**config.mk**
```make
export PLATFORM = sky130hd
export DESIGN_NAME = fp32_mult_arbiter_flat
export DESIGN_NICKNAME = d
export VERILOG_FILES = /design/src/rtl/fp32_mult_arbiter_if.sv /design/src/rtl/fp32_mult_arbiter.sv /design/src/flat_wrapper.sv
export SDC_FILE = /design/constraint.sdc
export NUM_CORES = 1
export LEC_CHECK = 0
export BUFFER_PORTS_ARGS = -buffer_cell sky130_fd_sc_hd__buf_4
export CAP_MARGIN = 10
export CORE_ASPECT_RATIO = 0.9
export CORE_MARGIN = 10
export CORE_UTILIZATION = 48
export CTS_CLUSTER_DIAMETER = 40
export DETAILED_ROUTE_END_ITERATION = 10
export HOLD_SLACK_MARGIN = 0.02
export PLACE_DENSITY = 0.79
export SETUP_SLACK_MARGIN = 0.15
export SYNTH_ARGS = -nofsm -noshare
export SYNTH_HDL_FRONTEND = slang
export SYNTH_SLANG_ARGS = --single-unit
```
**constraint.sdc**
```tcl
create_clock -name clk -period 3.31 [get_ports clk]
set_input_delay 0.1655 -clock clk [delete_from_list [all_inputs] [get_ports clk]]
set_output_delay 0.1655 -clock clk [all_outputs]
set_load 0.05 [all_outputs]
```
**src/rtl/fp32_mult_arbiter_if.sv**
```systemverilog
// Request, multiplier and response signals of fp32_mult_arbiter.
// The master modport is the surrounding system and the slave modport is the arbiter.
interface fp32_mult_arbiter_if #(
  parameter int NUM_REQ = 4
);
  localparam int IDW = $clog2(NUM_REQ);

  logic [NUM_REQ-1:0]    req_valid;
  logic [NUM_REQ*32-1:0] req_a;
  logic [NUM_REQ*32-1:0] req_b;
  logic [NUM_REQ-1:0]    req_ready;
  logic                  mul_in_valid;
  logic [31:0]           mul_a;
  logic [31:0]           mul_b;
  logic                  mul_out_valid;
  logic [31:0]           mul_result;
  logic                  rsp_valid;
  logic [IDW-1:0]        rsp_id;
  logic [31:0]           rsp_data;
  logic                  rsp_ready;
  logic                  err_flag;

  modport master (
    output req_valid, req_a, req_b, mul_out_valid, mul_result, rsp_ready,
    input  req_ready, mul_in_valid, mul_a, mul_b, rsp_valid, rsp_id, rsp_data, err_flag
  );

  modport slave (
    input  req_valid, req_a, req_b, mul_out_valid, mul_result, rsp_ready,
    output req_ready, mul_in_valid, mul_a, mul_b, rsp_valid, rsp_id, rsp_data, err_flag
  );
endinterface

```
**src/rtl/fp32_mult_arbiter.sv**
```systemverilog
// Round-robin sharing of one pipelined FP32 multiplier with a credit-guarded response FIFO.
// Define FP_ZERO_BYPASS_EN to skip issuing operations that have a zero or denormal operand.
module fp32_mult_arbiter #(
  parameter int NUM_REQ     = 4,
  parameter int MUL_LATENCY = 4,
  parameter int RSP_DEPTH   = 8
) (
  input logic                clk,
  input logic                rstn,
  fp32_mult_arbiter_if.slave bus
);
  localparam int IDW = $clog2(NUM_REQ);
  localparam int PW  = $clog2(RSP_DEPTH);
  localparam int CW  = PW + 1;

  typedef struct packed {
    logic           valid;
    logic [IDW-1:0] id;
`ifdef FP_ZERO_BYPASS_EN
    logic           bypass;
    logic           sign;
`endif
  } tag_t;

  logic [IDW-1:0] last_grant_q;
  logic [CW-1:0]  credit_q, credit_d;
  logic           mul_in_valid_q;
  logic [31:0]    mul_a_q, mul_b_q;
  tag_t           issue_tag_q;
  tag_t           tag_q [MUL_LATENCY];
  logic [CW-1:0]  wr_ptr_q, rd_ptr_q;
  logic           err_q;
  logic [IDW-1:0] fifo_id_mem   [RSP_DEPTH];
  logic [31:0]    fifo_data_mem [RSP_DEPTH];

  logic           found, can_grant, accept, pop, skip_issue;
  logic           rsp_valid, fifo_we, exp_mul_valid;
  logic [IDW-1:0] gnt_id;
  logic [31:0]    sel_a, sel_b, fifo_wdata;
  tag_t           new_tag, tag_out;

  function automatic logic [IDW-1:0] wrap_idx(input logic [IDW-1:0] base, input int offs);
    int s;
    s = int'(base) + offs;
    if (s >= NUM_REQ) s = s - NUM_REQ;
    return IDW'(s);
  endfunction

  // NOTE: combinational logic uses blocking '=' so later statements see earlier results.
  always_comb begin
    // NOTE: every variable gets a default before the search, otherwise a latch is inferred.
    found  = 1'b0;
    gnt_id = '0;
    for (int k = 1; k <= NUM_REQ; k++) begin
      if (!found && bus.req_valid[wrap_idx(last_grant_q, k)]) begin
        found  = 1'b1;
        gnt_id = wrap_idx(last_grant_q, k);
      end
    end
  end

  // Reset also gates the grant so nothing is accepted while rstn is low.
  assign can_grant     = rstn && (credit_q < CW'(RSP_DEPTH));
  assign accept        = found && can_grant;
  assign bus.req_ready = accept ? (NUM_REQ'(1) << gnt_id) : '0;
  assign sel_a         = bus.req_a[int'(gnt_id)*32 +: 32];
  assign sel_b         = bus.req_b[int'(gnt_id)*32 +: 32];
  assign tag_out       = tag_q[MUL_LATENCY-1];
  assign fifo_we       = tag_out.valid;
  assign rsp_valid     = (wr_ptr_q != rd_ptr_q);
  assign pop           = rsp_valid && bus.rsp_ready;

`ifdef FP_ZERO_BYPASS_EN
  assign skip_issue    = (sel_a[30:23] == 8'd0) || (sel_b[30:23] == 8'd0);
  assign new_tag       = '{valid: accept, id: gnt_id, bypass: skip_issue, sign: sel_a[31] ^ sel_b[31]};
  assign exp_mul_valid = tag_out.valid && !tag_out.bypass;
  assign fifo_wdata    = tag_out.bypass ? {tag_out.sign, 31'b0} : bus.mul_result;
`else
  assign skip_issue    = 1'b0;
  assign new_tag       = '{valid: accept, id: gnt_id};
  assign exp_mul_valid = tag_out.valid;
  assign fifo_wdata    = bus.mul_result;
`endif

  always_comb begin
    credit_d = credit_q;
    if (accept && !pop)      credit_d = credit_q + CW'(1);
    else if (!accept && pop) credit_d = credit_q - CW'(1);
  end

  // NOTE: all registered state uses non-blocking '<=' so each flop samples pre-edge values.
  always_ff @(posedge clk) begin
    if (!rstn) begin
      last_grant_q   <= IDW'(NUM_REQ - 1);
      credit_q       <= '0;
      mul_in_valid_q <= 1'b0;
      mul_a_q        <= '0;
      mul_b_q        <= '0;
      issue_tag_q    <= '0;
      for (int i = 0; i < MUL_LATENCY; i++) tag_q[i] <= '0;
      wr_ptr_q       <= '0;
      rd_ptr_q       <= '0;
      err_q          <= 1'b0;
    end else begin
      credit_q       <= credit_d;
      mul_in_valid_q <= accept && !skip_issue;
      issue_tag_q    <= new_tag;
      tag_q[0]       <= issue_tag_q;
      for (int i = 1; i < MUL_LATENCY; i++) tag_q[i] <= tag_q[i-1];
      if (accept) begin
        last_grant_q <= gnt_id;
        mul_a_q      <= skip_issue ? 32'd0 : sel_a;
        mul_b_q      <= skip_issue ? 32'd0 : sel_b;
      end
      if (fifo_we) wr_ptr_q <= wr_ptr_q + CW'(1);
      if (pop)     rd_ptr_q <= rd_ptr_q + CW'(1);
      if (exp_mul_valid != bus.mul_out_valid) err_q <= 1'b1;
    end
  end

  // NOTE: FIFO storage is not reset; only the reset pointers decide which entries are valid.
  always_ff @(posedge clk) begin
    if (fifo_we) begin
      fifo_id_mem[wr_ptr_q[PW-1:0]]   <= tag_out.id;
      fifo_data_mem[wr_ptr_q[PW-1:0]] <= fifo_wdata;
    end
  end

  assign bus.mul_in_valid = mul_in_valid_q;
  assign bus.mul_a        = mul_a_q;
  assign bus.mul_b        = mul_b_q;
  assign bus.rsp_valid    = rsp_valid;
  assign bus.rsp_id       = rsp_valid ? fifo_id_mem[rd_ptr_q[PW-1:0]] : '0;
  assign bus.rsp_data     = rsp_valid ? fifo_data_mem[rd_ptr_q[PW-1:0]] : '0;
  assign bus.err_flag     = err_q;
endmodule

```
**src/flat_wrapper.sv**
```systemverilog
// flat-port wrapper written by rule: the top's interface ports become plain ports
module fp32_mult_arbiter_flat 
#(
  parameter int NUM_REQ     = 4,
  parameter int MUL_LATENCY = 4,
  parameter int RSP_DEPTH   = 8
)
  (clk, rstn, bus_req_valid, bus_req_a, bus_req_b, bus_mul_out_valid, bus_mul_result, bus_rsp_ready, bus_req_ready, bus_mul_in_valid, bus_mul_a, bus_mul_b, bus_rsp_valid, bus_rsp_id, bus_rsp_data, bus_err_flag);
  fp32_mult_arbiter_if #(.NUM_REQ(NUM_REQ)) bus_i ();
  input logic clk;
  input logic rstn;
  input wire logic [$bits(bus_i.req_valid)-1:0] bus_req_valid;
  input wire logic [$bits(bus_i.req_a)-1:0] bus_req_a;
  input wire logic [$bits(bus_i.req_b)-1:0] bus_req_b;
  input wire logic [$bits(bus_i.mul_out_valid)-1:0] bus_mul_out_valid;
  input wire logic [$bits(bus_i.mul_result)-1:0] bus_mul_result;
  input wire logic [$bits(bus_i.rsp_ready)-1:0] bus_rsp_ready;
  output wire logic [$bits(bus_i.req_ready)-1:0] bus_req_ready;
  output wire logic [$bits(bus_i.mul_in_valid)-1:0] bus_mul_in_valid;
  output wire logic [$bits(bus_i.mul_a)-1:0] bus_mul_a;
  output wire logic [$bits(bus_i.mul_b)-1:0] bus_mul_b;
  output wire logic [$bits(bus_i.rsp_valid)-1:0] bus_rsp_valid;
  output wire logic [$bits(bus_i.rsp_id)-1:0] bus_rsp_id;
  output wire logic [$bits(bus_i.rsp_data)-1:0] bus_rsp_data;
  output wire logic [$bits(bus_i.err_flag)-1:0] bus_err_flag;
  assign bus_i.req_valid = bus_req_valid;
  assign bus_i.req_a = bus_req_a;
  assign bus_i.req_b = bus_req_b;
  assign bus_i.mul_out_valid = bus_mul_out_valid;
  assign bus_i.mul_result = bus_mul_result;
  assign bus_i.rsp_ready = bus_rsp_ready;
  assign bus_req_ready = bus_i.req_ready;
  assign bus_mul_in_valid = bus_i.mul_in_valid;
  assign bus_mul_a = bus_i.mul_a;
  assign bus_mul_b = bus_i.mul_b;
  assign bus_rsp_valid = bus_i.rsp_valid;
  assign bus_rsp_id = bus_i.rsp_id;
  assign bus_rsp_data = bus_i.rsp_data;
  assign bus_err_flag = bus_i.err_flag;
  fp32_mult_arbiter #(.NUM_REQ(NUM_REQ), .MUL_LATENCY(MUL_LATENCY), .RSP_DEPTH(RSP_DEPTH)) u_core (.clk(clk), .rstn(rstn), .bus(bus_i));
endmodule
```
==> run_results.csv, run 1 <==
group,metric,value,unit
run_status,status,"complete, no violations",
routing,detailedRoute.firstPassIterationCount,7,
critical_path,cp_num_buf_inv,2,
finish,final_common_cell,"sky130_fd_sc_hd__buf_4",
synth,synthesis.yosys.warnings,0,
finish,final_layout_size_suffix_gt1_frac,0.337,
critical_path,worst-path-max-fanout,24,
pwr,worst_ir_drop_vdd,0.449,mV
routing,postRouteWirelength,60400,um
sta,final_period_minus_worst_setup_slack,3100,ps
critical_path,crit_required,3740,ps
routing,wl_per_cell,27.4,um
global_route,top_usage_layer,"met2",
critical_path,timing.reg2reg.worst_path_depth,6,
floorplan,initial_core_util,0.489,
critical_path,reg2reg_end,"u_core.bus.mul_b[13]",
place,worst_slack_placed,594,ps
critical_path,slowest_stage,"sky130_fd_sc_hd__dlygate4sd3_1",
critical_path,rrSetupSlack,210,ps
synth,synthArstFlopShare,0,
sta,relSlewSlack,0.449,
critical_path,critical_path_arrival,3520,ps
synth,synth_compound_area_frac,0.0828,
global_route,grt_antenna_before_repair,12,
routing,antenna_left,0,
critical_path,worst-path-stages,6,
sta,finClkSkew,18.2,ps
clock_tree,max-clock-path-buffers,3,
global_route,first_global_vias,14000,
clock_tree,h_tree_depth,2,
global_route,grt_pass1_wl,88400,um
sta,setup_slack,211,ps
critical_path,critical_path.max_stage_delay,640,ps
sta,final-hold-violation-count,0,
pwr,p_per_area,671,nW/um^2
routing,drcViolationCount,0,
synth,yosys.area_share.adder,0.00510,
critical_path,critPathCapture,"u_core.bus.mul_b[13]",
synth,syn_nets,1464,
synth,synthFlopType,"sky130_fd_sc_hd__edfxtp_1",
clock_tree,cts_num_sinks,369,
place,dp.final_hpwl,36100,um
routing,drtIter0Drc,1322,
job,max_cap_viol_count,0,
finish,fin_util,0.707,
sta,timing.setup.tns,0,ps
critical_path,endpoint_kind,"flop",
critical_path,worst-setup-path-type,"reg -> reg",
critical_path,reg2reg_from,"u_core.last_grant_q[1]",
global_route,grt.met1_usage,0.319,
floorplan,die_y,194,um
sta,report.final.setup_viol,0,
critical_path,worst_setup_path_start_kind,"flop",
clock_tree,clk_latency,570,ps
synth,avgSynthCellArea,13.9,um^2
finish,final_nets,2037,
clock_tree,ctsRootBufferMaster,"sky130_fd_sc_hd__clkbuf_16",
synth,synth_top_family_by_area,"multiplexers",
finish,area_growth,44.5,%
synth,synth_sequential_area_ratio,0.624,
sta,crit_share_post_route,0.936,
global_route,groute.layer.met2.usage,0.460,
sta,fmax,323,MHz
floorplan,core.rowCount,63,
synth,postSynthCellCount,1162,
floorplan,dieArea,41500,um^2
global_route,grt.overflow.total,0,
sta,final-max-slew-violation-count,0,
routing,detail_route.vias_per_cell,6.04,
synth,synth.mux.area_fraction,0.157,
sta,rsz0062_at_grt,"no",
critical_path,cp_cell_sequence,"a21o_4 -> and3_4 -> mux2i_1 -> dlygate4sd3_1 -> o211ai_1 -> dlygate4sd3_1",
place,gp_routability_congestion,0.915,
synth,synthDistinctLibCells,42,
sta,tightestPinTransition,827,ps
global_route,groute.usage.overall,0.281,
synth,post_synth_xor_area_fraction,0.00703,
synth,synth.cell_area,16200,um^2
clock_tree,cts_buffers,47,
global_route,grt_max_degree,130,
clock_tree,clock_transition_at_path_regs,60,ps
synth,synth_enable_flop_cells,272,
critical_path,timing.critical_path.from,"u_core.last_grant_q[1]",
critical_path,dominant_delay_contributor_by_cell_family_on_the_critical_path,"buffers and inverters",
synth,synth-simple-area-share,0.0784,
place,place.port_buffers,400,
floorplan,floorplan.io_pins,401,
floorplan,die-width,214,um
synth,yosys_register_bits,369,
floorplan,coreArea,33100,um^2
pwr,total_leakage_power,9.07,nW
min_path,hold_class,"in -> reg",
clock_tree,tritoncts_clock_tree,"yes",
critical_path,cpMostUsedCell,"sky130_fd_sc_hd__dlygate4sd3_1",
finish,layout_common_cells,"412 x sky130_fd_sc_hd__buf_4, 272 x sky130_fd_sc_hd__edfxtp_1, 195 x sky130_fd_sc_hd__dlygate4sd3_1",
global_route,gr-usage-met3,0.0844,
routing,total_via_count_after_detailed_routing,13300,
[Yosys cell counts, types with 2 or more instances]
cell | count | area [um^2]
sky130_fd_sc_hd__xnor2_1 | 3 | 26.3
sky130_fd_sc_hd__buf_2 | 30 | 150
sky130_fd_sc_hd__and2_1 | 14 | 87.6
sky130_fd_sc_hd__and4_1 | 64 | 561
sky130_fd_sc_hd__dfxtp_1 | 97 | 1940
sky130_fd_sc_hd__clkbuf_1 | 51 | 191
sky130_fd_sc_hd__nor4_1 | 2 | 12.5
sky130_fd_sc_hd__o21ai_0 | 40 | 200
sky130_fd_sc_hd__a21oi_1 | 4 | 20.0
sky130_fd_sc_hd__xor2_1 | 10 | 87.6
sky130_fd_sc_hd__nor3_1 | 3 | 15.0
sky130_fd_sc_hd__nor2b_1 | 2 | 12.5
sky130_fd_sc_hd__o211ai_1 | 60 | 450
sky130_fd_sc_hd__ha_1 | 5 | 62.6
sky130_fd_sc_hd__buf_1 | 6 | 22.5
sky130_fd_sc_hd__mux4_2 | 68 | 1530
sky130_fd_sc_hd__mux2i_1 | 101 | 1010
sky130_fd_sc_hd__nand2b_1 | 8 | 50.1
sky130_fd_sc_hd__nand3_1 | 2 | 10.0
sky130_fd_sc_hd__edfxtp_1 | 272 | 8170
sky130_fd_sc_hd__o21ai_1 | 25 | 125
sky130_fd_sc_hd__o31a_1 | 2 | 17.5
sky130_fd_sc_hd__nor2_1 | 61 | 229
sky130_fd_sc_hd__a31oi_1 | 64 | 400
sky130_fd_sc_hd__inv_1 | 68 | 255
sky130_fd_sc_hd__nand2_1 | 69 | 259
sky130_fd_sc_hd__buf_8 | 5 | 75.1
sky130_fd_sc_hd__buf_4 | 6 | 45.0
sky130_fd_sc_hd__a21o_1 | 3 | 22.5
sky130_fd_sc_hd__o211ai_2 | 5 | 62.6
[worst min-delay path by stage]
stage | end | cells after the start | slack [ps] | start
after floorplan | u_core.fifo_data_mem[0][0] | 0 | 260 | bus_mul_result[0]
after global placement | u_core.fifo_data_mem[5][10] | 1 | 400 | bus_mul_result[10]
after detailed placement | u_core.fifo_data_mem[5][6] | 1 | 400 | bus_mul_result[6]
after CTS | u_core.bus.mul_b[26] | 4 | 20 | bus_req_b[90]
after global routing | u_core.bus.mul_b[1] | 4 | 30 | bus_req_b[65]
final | u_core.bus.mul_b[7] | 5 | 30 | bus_req_b[103]
[report_power, final]
| group | switching [mW] | internal, mW | total [mW] |
|---|---|---|---|
| sequential | 0.276 | 5.33 | 5.60 |
| combinational | 2.90 | 1.75 | 4.65 |
| clock | 2.13 | 3.32 | 5.45 |
| total | 5.31 | 10.4 | 15.7 |
[state kept, by name, summed over array words and instances, names as in the netlist, named ones only]
signal                   cells
u_core.bus.err_flag          1
u_core.bus.mul_a            32
u_core.bus.mul_b            32
u_core.bus.mul_in_valid      1
u_core.credit_q              4
u_core.fifo_data_mem       256
u_core.fifo_id_mem          16
u_core.issue_tag_q           2
u_core.last_grant_q          2
u_core.rd_ptr_q              4
u_core.tag_q                12
u_core.wr_ptr_q              4
[logic make-up after synthesis]
kind of cell    after synthesis
compound gates              208
xor+xnor                     13
fa+ha+maj                     6
buf+inv                     167
flops                       369
mux                         169
simple gates                230
[layer usage]
metal | part of all wire | vias to the layer above
met1 | 0.34 | 6502
li1 | - | 5626
met4 | 0.062 | 4
met3 | 0.11 | 238
met2 | 0.49 | 961
met5 | 0.00045 | -
[through the flow]
stage / instances / hold slack, ps / power [mW] / instance area (um^2)
floorplan: 1162 / 264 / 8.27 / 16200
global placement: 1911 / 395 / 9.58 / 19700
detailed placement: 1911 / 402 / 9.63 / 19700
CTS: 2194 / 20.9 / 15.5 / 23400
global route: 2206 / 30.3 / 16.1 / 23400
finish: 2206 / 34.3 / 15.7 / 23400
[repair_timing]
item                                    CTS  global route
buffers inserted                          0             0
endpoints found under the hold margin   337             0
endpoints found under the setup margin    0             7
hold buffers                            195             0
resized for setup                         0             0
[final cells by class]
type                    instances  area, um^2
diodes                         10        25.0
fillers                      1975        9700
clock buffers                  57        1250
repair buffers                620        5310
inverters                      69         259
well taps                     422         528
multi-input cells             628        5490
clock inverters                31         433
flip-flops and latches        369       10100
[worst min-delay path, delay by kind of cell]
family / cells / cell delay [ps]
buf+inv: 2 / 110
compound gates: 3 / 280
(Power assumes the default switching activity.)
==> inputs of run 2 (changes only) <==
--- a/config.mk
+++ b/config.mk
@@ -5,15 +5,15 @@
 export SDC_FILE = /design/constraint.sdc
 export NUM_CORES = 1
 export LEC_CHECK = 0
-export BUFFER_PORTS_ARGS = -buffer_cell sky130_fd_sc_hd__buf_4
 export CAP_MARGIN = 10
-export CORE_ASPECT_RATIO = 0.9
-export CORE_MARGIN = 10
-export CORE_UTILIZATION = 48
+export CORE_ASPECT_RATIO = 0.6
+export CORE_MARGIN = 2
+export CORE_UTILIZATION = 55
 export CTS_CLUSTER_DIAMETER = 40
 export DETAILED_ROUTE_END_ITERATION = 10
+export DONT_BUFFER_PORTS = 1
 export HOLD_SLACK_MARGIN = 0.02
-export PLACE_DENSITY = 0.79
+export PLACE_DENSITY = 0.76
 export SETUP_SLACK_MARGIN = 0.15
 export SYNTH_ARGS = -nofsm -noshare
 export SYNTH_HDL_FRONTEND = slang
==> run_results.csv, run 2 (synthesis results as in run 1) <==
group,metric,value,unit
run_status,status,"complete, no violations",
clock_tree,h_tree_depth,2,
floorplan,dieArea,30900,um^2
sta,crit_share_post_route,0.922,
critical_path,reg2reg_end,"u_core.bus.mul_b[8]",
place,gp_routability_congestion,0.805,
pwr,worst_ir_drop_vdd,0.620,mV
sta,final_period_minus_worst_setup_slack,3050,ps
clock_tree,max-clock-path-buffers,3,
finish,final_layout_size_suffix_gt1_frac,0.147,
global_route,grt_antenna_before_repair,16,
clock_tree,clk_latency,530,ps
clock_tree,tritoncts_clock_tree,"yes",
global_route,groute.usage.overall,0.296,
sta,timing.setup.tns,0,ps
routing,postRouteWirelength,47600,um
critical_path,critPathCapture,"u_core.bus.mul_b[8]",
finish,layout_common_cells,"274 x sky130_fd_sc_hd__dlygate4sd3_1, 272 x sky130_fd_sc_hd__edfxtp_1, 101 x sky130_fd_sc_hd__mux2i_1",
place,place.port_buffers,0,
clock_tree,cts_num_sinks,369,
finish,largest_reg_flops,256,
critical_path,endpoint_kind,"flop",
routing,detail_route.vias_per_cell,6.24,
global_route,grt_max_degree,66,
routing,drcViolationCount,0,
critical_path,crit_required,3670,ps
sta,report.final.setup_viol,0,
floorplan,die-width,226,um
sta,rsz0062_at_grt,"no",
critical_path,timing.reg2reg.worst_path_depth,7,
routing,detailedRoute.firstPassIterationCount,6,
floorplan,core.rowCount,48,
routing,antenna_left,0,
floorplan,floorplan.io_pins,401,
sta,finClkSkew,22.2,ps
routing,drtIter0Drc,1258,
critical_path,critical_path.max_stage_delay,620,ps
critical_path,worst_setup_path_start_kind,"flop",
critical_path,critical_path_arrival,3410,ps
min_path,hold_start,"rstn",
floorplan,initial_core_util,0.561,
critical_path,timing.critical_path.from,"u_core.last_grant_q[0]",
routing,total_via_count_after_detailed_routing,11700,
sta,final-hold-violation-count,0,
clock_tree,post-cts-setup-buffer-count,0,
global_route,grt.overflow.total,0,
critical_path,rrSetupSlack,260,ps
finish,layout.cells.non_filler,1881,
global_route,grt_pass1_wl,68300,um
critical_path,worst-setup-path-type,"reg -> reg",
pwr,p_per_area,654,nW/um^2
min_path,hold_class,"in -> reg",
pwr,total_leakage_power,7.28,nW
finish,area_growth,29.3,%
sta,final-max-slew-violation-count,0,
job,max_cap_viol_count,0,
floorplan,die_y,137,um
critical_path,cp_cell_sequence,"nand2b_1 -> a21o_4 -> and3_4 -> buf_12 -> mux2i_1 -> dlygate4sd3_1 -> o211ai_1",
finish,final_nets,1744,
clock_tree,ctsResizeCount,0,
sta,fmax,328,MHz
floorplan,coreArea,28900,um^2
clock_tree,ctsRootBufferMaster,"sky130_fd_sc_hd__clkbuf_16",
place,placed_instance_count,1527,
critical_path,reg2reg_from,"u_core.last_grant_q[0]",
clock_tree,cts_buffers,38,
sta,relSlewSlack,0.500,
critical_path,slowest_stage,"sky130_fd_sc_hd__dlygate4sd3_1",
routing,wl_per_cell,25.3,um
critical_path,worst-path-max-fanout,62,
clock_tree,clock_transition_at_path_regs,60,ps
place,dp.final_hpwl,26400,um
global_route,first_global_vias,11800,
sta,tightestPinTransition,750,ps
finish,final_common_cell,"sky130_fd_sc_hd__dlygate4sd3_1",
-- run 2: cell types whose count changed in the layout (fill, tap and decap cells not counted), moves of 2 or more --
cell                            delta
sky130_fd_sc_hd__buf_4           -358
sky130_fd_sc_hd__dlygate4sd3_1    +79
sky130_fd_sc_hd__clkbuf_16         -9
sky130_fd_sc_hd__bufinv_16         -5
sky130_fd_sc_hd__buf_12            -4
sky130_fd_sc_hd__inv_8             -2
-- run 2: worst min path at each step --
stage	to	cells after the start
6_report	u_core.wr_ptr_q[0]	2
5_1_grt	u_core.wr_ptr_q[0]	2
4_1_cts	u_core.wr_ptr_q[0]	2
3_5_place_dp	u_core.fifo_data_mem[0][29]	0
3_3_place_gp	u_core.fifo_data_mem[0][29]	0
2_1_floorplan	u_core.fifo_data_mem[0][0]	0
-- run 2: critical path: cells and delay by family (launching register included) --
kind	cells	cell delay, ps
DFF	1	380
buffers and inverters	2	1000
AOI/OAI and AO/OA	2	460
and+or+nand+nor	2	600
muxes	1	360
-- run 2: routing by layer --
metal  track usage  share of wire  vias to the layer above
met4         0.139          0.046                        6
li1              -              -                     5032
met3        0.0895          0.093                      211
met5             0        0.00078                        -
met2         0.472           0.49                      724
met1         0.376           0.37                     5761
-- run 2: final cells by class --
cell class	instances	area, um^2
tap	400	500
clock buffer	48	1030
multi-input combinational	627	5480
antenna	9	22.5
clock inverter	22	218
sequential	369	10100
fill	1765	7940
timing repair buffer	337	3330
inverter	69	259
-- run 2: where the power goes --
| part | internal (mW) | switching (mW) |
|---|---|---|
| logic | 1.26 | 1.44 |
| clock network | 2.41 | 1.82 |
| registers | 5.32 | 1.44 |
| total | 9.00 | 4.70 |
-- run 2: stage by stage --
| stage | util | instance area, um^2 | total power, mW | hold slack [ps] | setup WS, ps |
|---|---|---|---|---|---|
| finish | 0.725 | 21000 | 13.7 | 30.8 | 260 |
| global route | 0.725 | 20900 | 14.1 | 52.2 | 172 |
| CTS | 0.724 | 20900 | 13.6 | 23.0 | 438 |
| detailed placement | 0.586 | 16900 | 8.76 | 265 | 697 |
| global placement | 0.586 | 16900 | 8.71 | 265 | 767 |
| floorplan | - | 16200 | 8.27 | 264 | 798 |
-- run 2: timing repair --
action / CTS / global route
hold buffers: 274 / 0
setup endpoints to repair: 0 / 1
endpoints found under the hold margin: 341 / 0
==> inputs of run 3 (changes only) <==
--- a/config.mk
+++ b/config.mk
@@ -7,13 +7,13 @@
 export LEC_CHECK = 0
 export CAP_MARGIN = 10
 export CORE_ASPECT_RATIO = 0.6
-export CORE_MARGIN = 2
+export CORE_MARGIN = 10
 export CORE_UTILIZATION = 55
 export CTS_CLUSTER_DIAMETER = 40
 export DETAILED_ROUTE_END_ITERATION = 10
 export DONT_BUFFER_PORTS = 1
 export HOLD_SLACK_MARGIN = 0.02
-export PLACE_DENSITY = 0.76
+export PLACE_DENSITY = 0.73
 export SETUP_SLACK_MARGIN = 0.15
 export SYNTH_ARGS = -nofsm -noshare
 export SYNTH_HDL_FRONTEND = slang
==> constraint.sdc (replaced) <==
create_clock -name clk -period 2.9 [get_ports clk]
set_input_delay 0.145 -clock clk [delete_from_list [all_inputs] [get_ports clk]]
set_output_delay 0.145 -clock clk [all_outputs]
set_load 0.05 [all_outputs]
==> run_results.csv, run 3 (synthesis results as in run 1) <==
group,metric,value,unit
run_status,status,"complete, no violations",
place,gp_routability_congestion,0.879,
pwr,worst_ir_drop_vdd,0.675,mV
floorplan,floorplan.io_pins,401,
critical_path,worst_setup_path_start_kind,"flop",
finish,final_nets,1759,
finish,area_growth,30.4,%
global_route,groute.usage.overall,0.268,
routing,total_via_count_after_detailed_routing,12000,
routing,postRouteWirelength,52100,um
routing,antenna_left,0,
global_route,grt_pass1_wl,76600,um
sta,final-max-slew-violation-count,0,
sta,crit_share_post_route,0.956,
floorplan,dieArea,37000,um^2
critical_path,critical_path.max_stage_delay,620,ps
place,dp.final_hpwl,29600,um
global_route,first_global_vias,12300,
floorplan,coreArea,28900,um^2
place,place.port_buffers,0,
sta,rsz0062_at_grt,"yes",
min_path,worstHoldPathCells,3,
critical_path,timing.reg2reg.worst_path_depth,7,
global_route,grt.overflow.total,0,
sta,report.final.setup_viol,0,
clock_tree,clk_latency,530,ps
sta,finClkSkew,20.5,ps
sta,final-hold-violation-count,0,
clock_tree,cts_buffers,39,
routing,detailedRoute.firstPassIterationCount,6,
min_path,hold_start,"bus_req_a[87]",
critical_path,reg2reg_from,"u_core.last_grant_q[0]",
floorplan,die_y,153,um
critical_path,rrSetupSlack,130,ps
routing,detail_route.vias_per_cell,6.30,
routing,drcViolationCount,0,
sta,relSlewSlack,0.533,
critical_path,cp_cell_sequence,"nand2b_1 -> a21o_4 -> and3_4 -> buf_12 -> mux2i_1 -> dlygate4sd3_1 -> o211ai_1",
critical_path,worst-path-max-fanout,63,
clock_tree,tritoncts_clock_tree,"yes",
min_path,hold_class,"in -> reg",
sta,tightestPinTransition,700,ps
critical_path,cp_num_buf_inv,2,
critical_path,crit_required,3280,ps
sta,fmax,361,MHz
pwr,total_leakage_power,7.41,nW
floorplan,die-width,242,um
routing,drtIter0Drc,1427,
clock_tree,h_tree_depth,2,
sta,final_period_minus_worst_setup_slack,2770,ps
critical_path,slowest_stage,"sky130_fd_sc_hd__dlygate4sd3_1",
pwr,p_per_area,746,nW/um^2
job,max_cap_viol_count,0,
floorplan,core.rowCount,48,
critical_path,reg2reg_end,"u_core.bus.mul_a[14]",
clock_tree,cts_num_sinks,369,
sta,timing.setup.tns,0,ps
floorplan,initial_core_util,0.561,
critical_path,critical_path_arrival,3150,ps
finish,largest_reg_flops,256,
global_route,grt_antenna_before_repair,13,
clock_tree,ctsRootBufferMaster,"sky130_fd_sc_hd__clkbuf_16",
clock_tree,max-clock-path-buffers,3,
finish,layout_common_cells,"272 x sky130_fd_sc_hd__dlygate4sd3_1, 272 x sky130_fd_sc_hd__edfxtp_1, 101 x sky130_fd_sc_hd__mux2i_1",
critical_path,worst-setup-path-type,"reg -> reg",
clock_tree,clock_transition_at_path_regs,60,ps
critical_path,dominant_delay_contributor_by_cell_family_on_the_critical_path,"buffers and inverters",
routing,wl_per_cell,27.5,um
finish,final_layout_size_suffix_gt1_frac,0.157,
pwr,report.power.total,15.8,mW
min_path,hold_end,"u_core.bus.mul_a[23]",
global_route,grt_max_degree,130,
critical_path,endpoint_kind,"flop",
[run 3: cell types whose count changed in the layout (fill, tap and decap cells not counted), sizes merged, moves of 2 or more]
cell,before,now
diode,9,14
dlygate4sd3,274,272
inv,74,76
buf,63,77
clkbuf,48,46
[run 3: what timing repair did]
action,4_1_cts,5_1_grt
setup buffers,0,10
gates resized for setup,0,6
hold buffers,273,0
endpoints found under the setup margin,0,15
hold endpoints to repair,342,0
[run 3: final cells by class]
cell class              count  area, um^2
flip-flops and latches    369       10100
fillers                  1731        7760
multi-input cells         626        5480
repair buffers            352        3480
clock buffers              44        1040
well taps                 400         500
inverters                  69         259
clock inverters            25         214
diodes                     14        35.0
[run 3: worst reg2reg max path: cells and delay by family, from the launching register on]
kind,cells,cell delay (ps)
AO/OA/AOI/OAI,2,330
buffers and inverters,2,960
flip-flops,1,410
multiplexers,1,440
AND/OR/NAND/NOR,2,470
[run 3: per-stage QoR]
stage	util	hold slack (ps)	cells	worst slack, ps	instance area, um^2
6_report	0.731	38.0	1899	128	21100
5_1_grt	0.731	52.9	1897	78.0	21100
4_1_cts	0.725	22.0	1874	174	21000
3_5_place_dp	0.588	244	1532	228	17000
3_3_place_gp	0.588	244	1532	305	17000
2_1_floorplan	-	244	1162	388	16200
[run 3: worst max-delay path by stage]
stage | cells past startpoint | slack [ps] | endpoint | from
after floorplan | 4 | 390 | u_core.wr_ptr_q[3] | u_core.tag_q[3][2]
after global placement | 11 | 300 | u_core.credit_q[3] | u_core.wr_ptr_q[2]
after detailed placement | 11 | 230 | u_core.credit_q[3] | u_core.wr_ptr_q[2]
after CTS | 5 | 170 | bus_rsp_data[1] | flop
after global routing | 7 | 80 | bus_req_ready[2] | u_core.last_grant_q[0]
final | 7 | 130 | u_core.bus.mul_a[14] | u_core.last_grant_q[0]
[run 3: per-layer routing]
| metal | global-route usage | vias to the layer above | part of all wire |
|---|---|---|---|
| met5 | 0 | - | 0.00031 |
| met1 | 0.327 | 5864 | 0.36 |
| met2 | 0.441 | 807 | 0.50 |
| li1 | - | 5064 | - |
| met4 | 0.135 | 2 | 0.049 |
| met3 | 0.0656 | 226 | 0.092 |
[run 3: report_power, final]
| part | switching [mW] | total, mW | internal (mW) |
|---|---|---|---|
| Combinational | 1.68 | 3.14 | 1.46 |
| Clock | 2.13 | 4.86 | 2.73 |
| Sequential | 1.68 | 7.76 | 6.08 |
| Total | 5.49 | 15.8 | 10.3 |
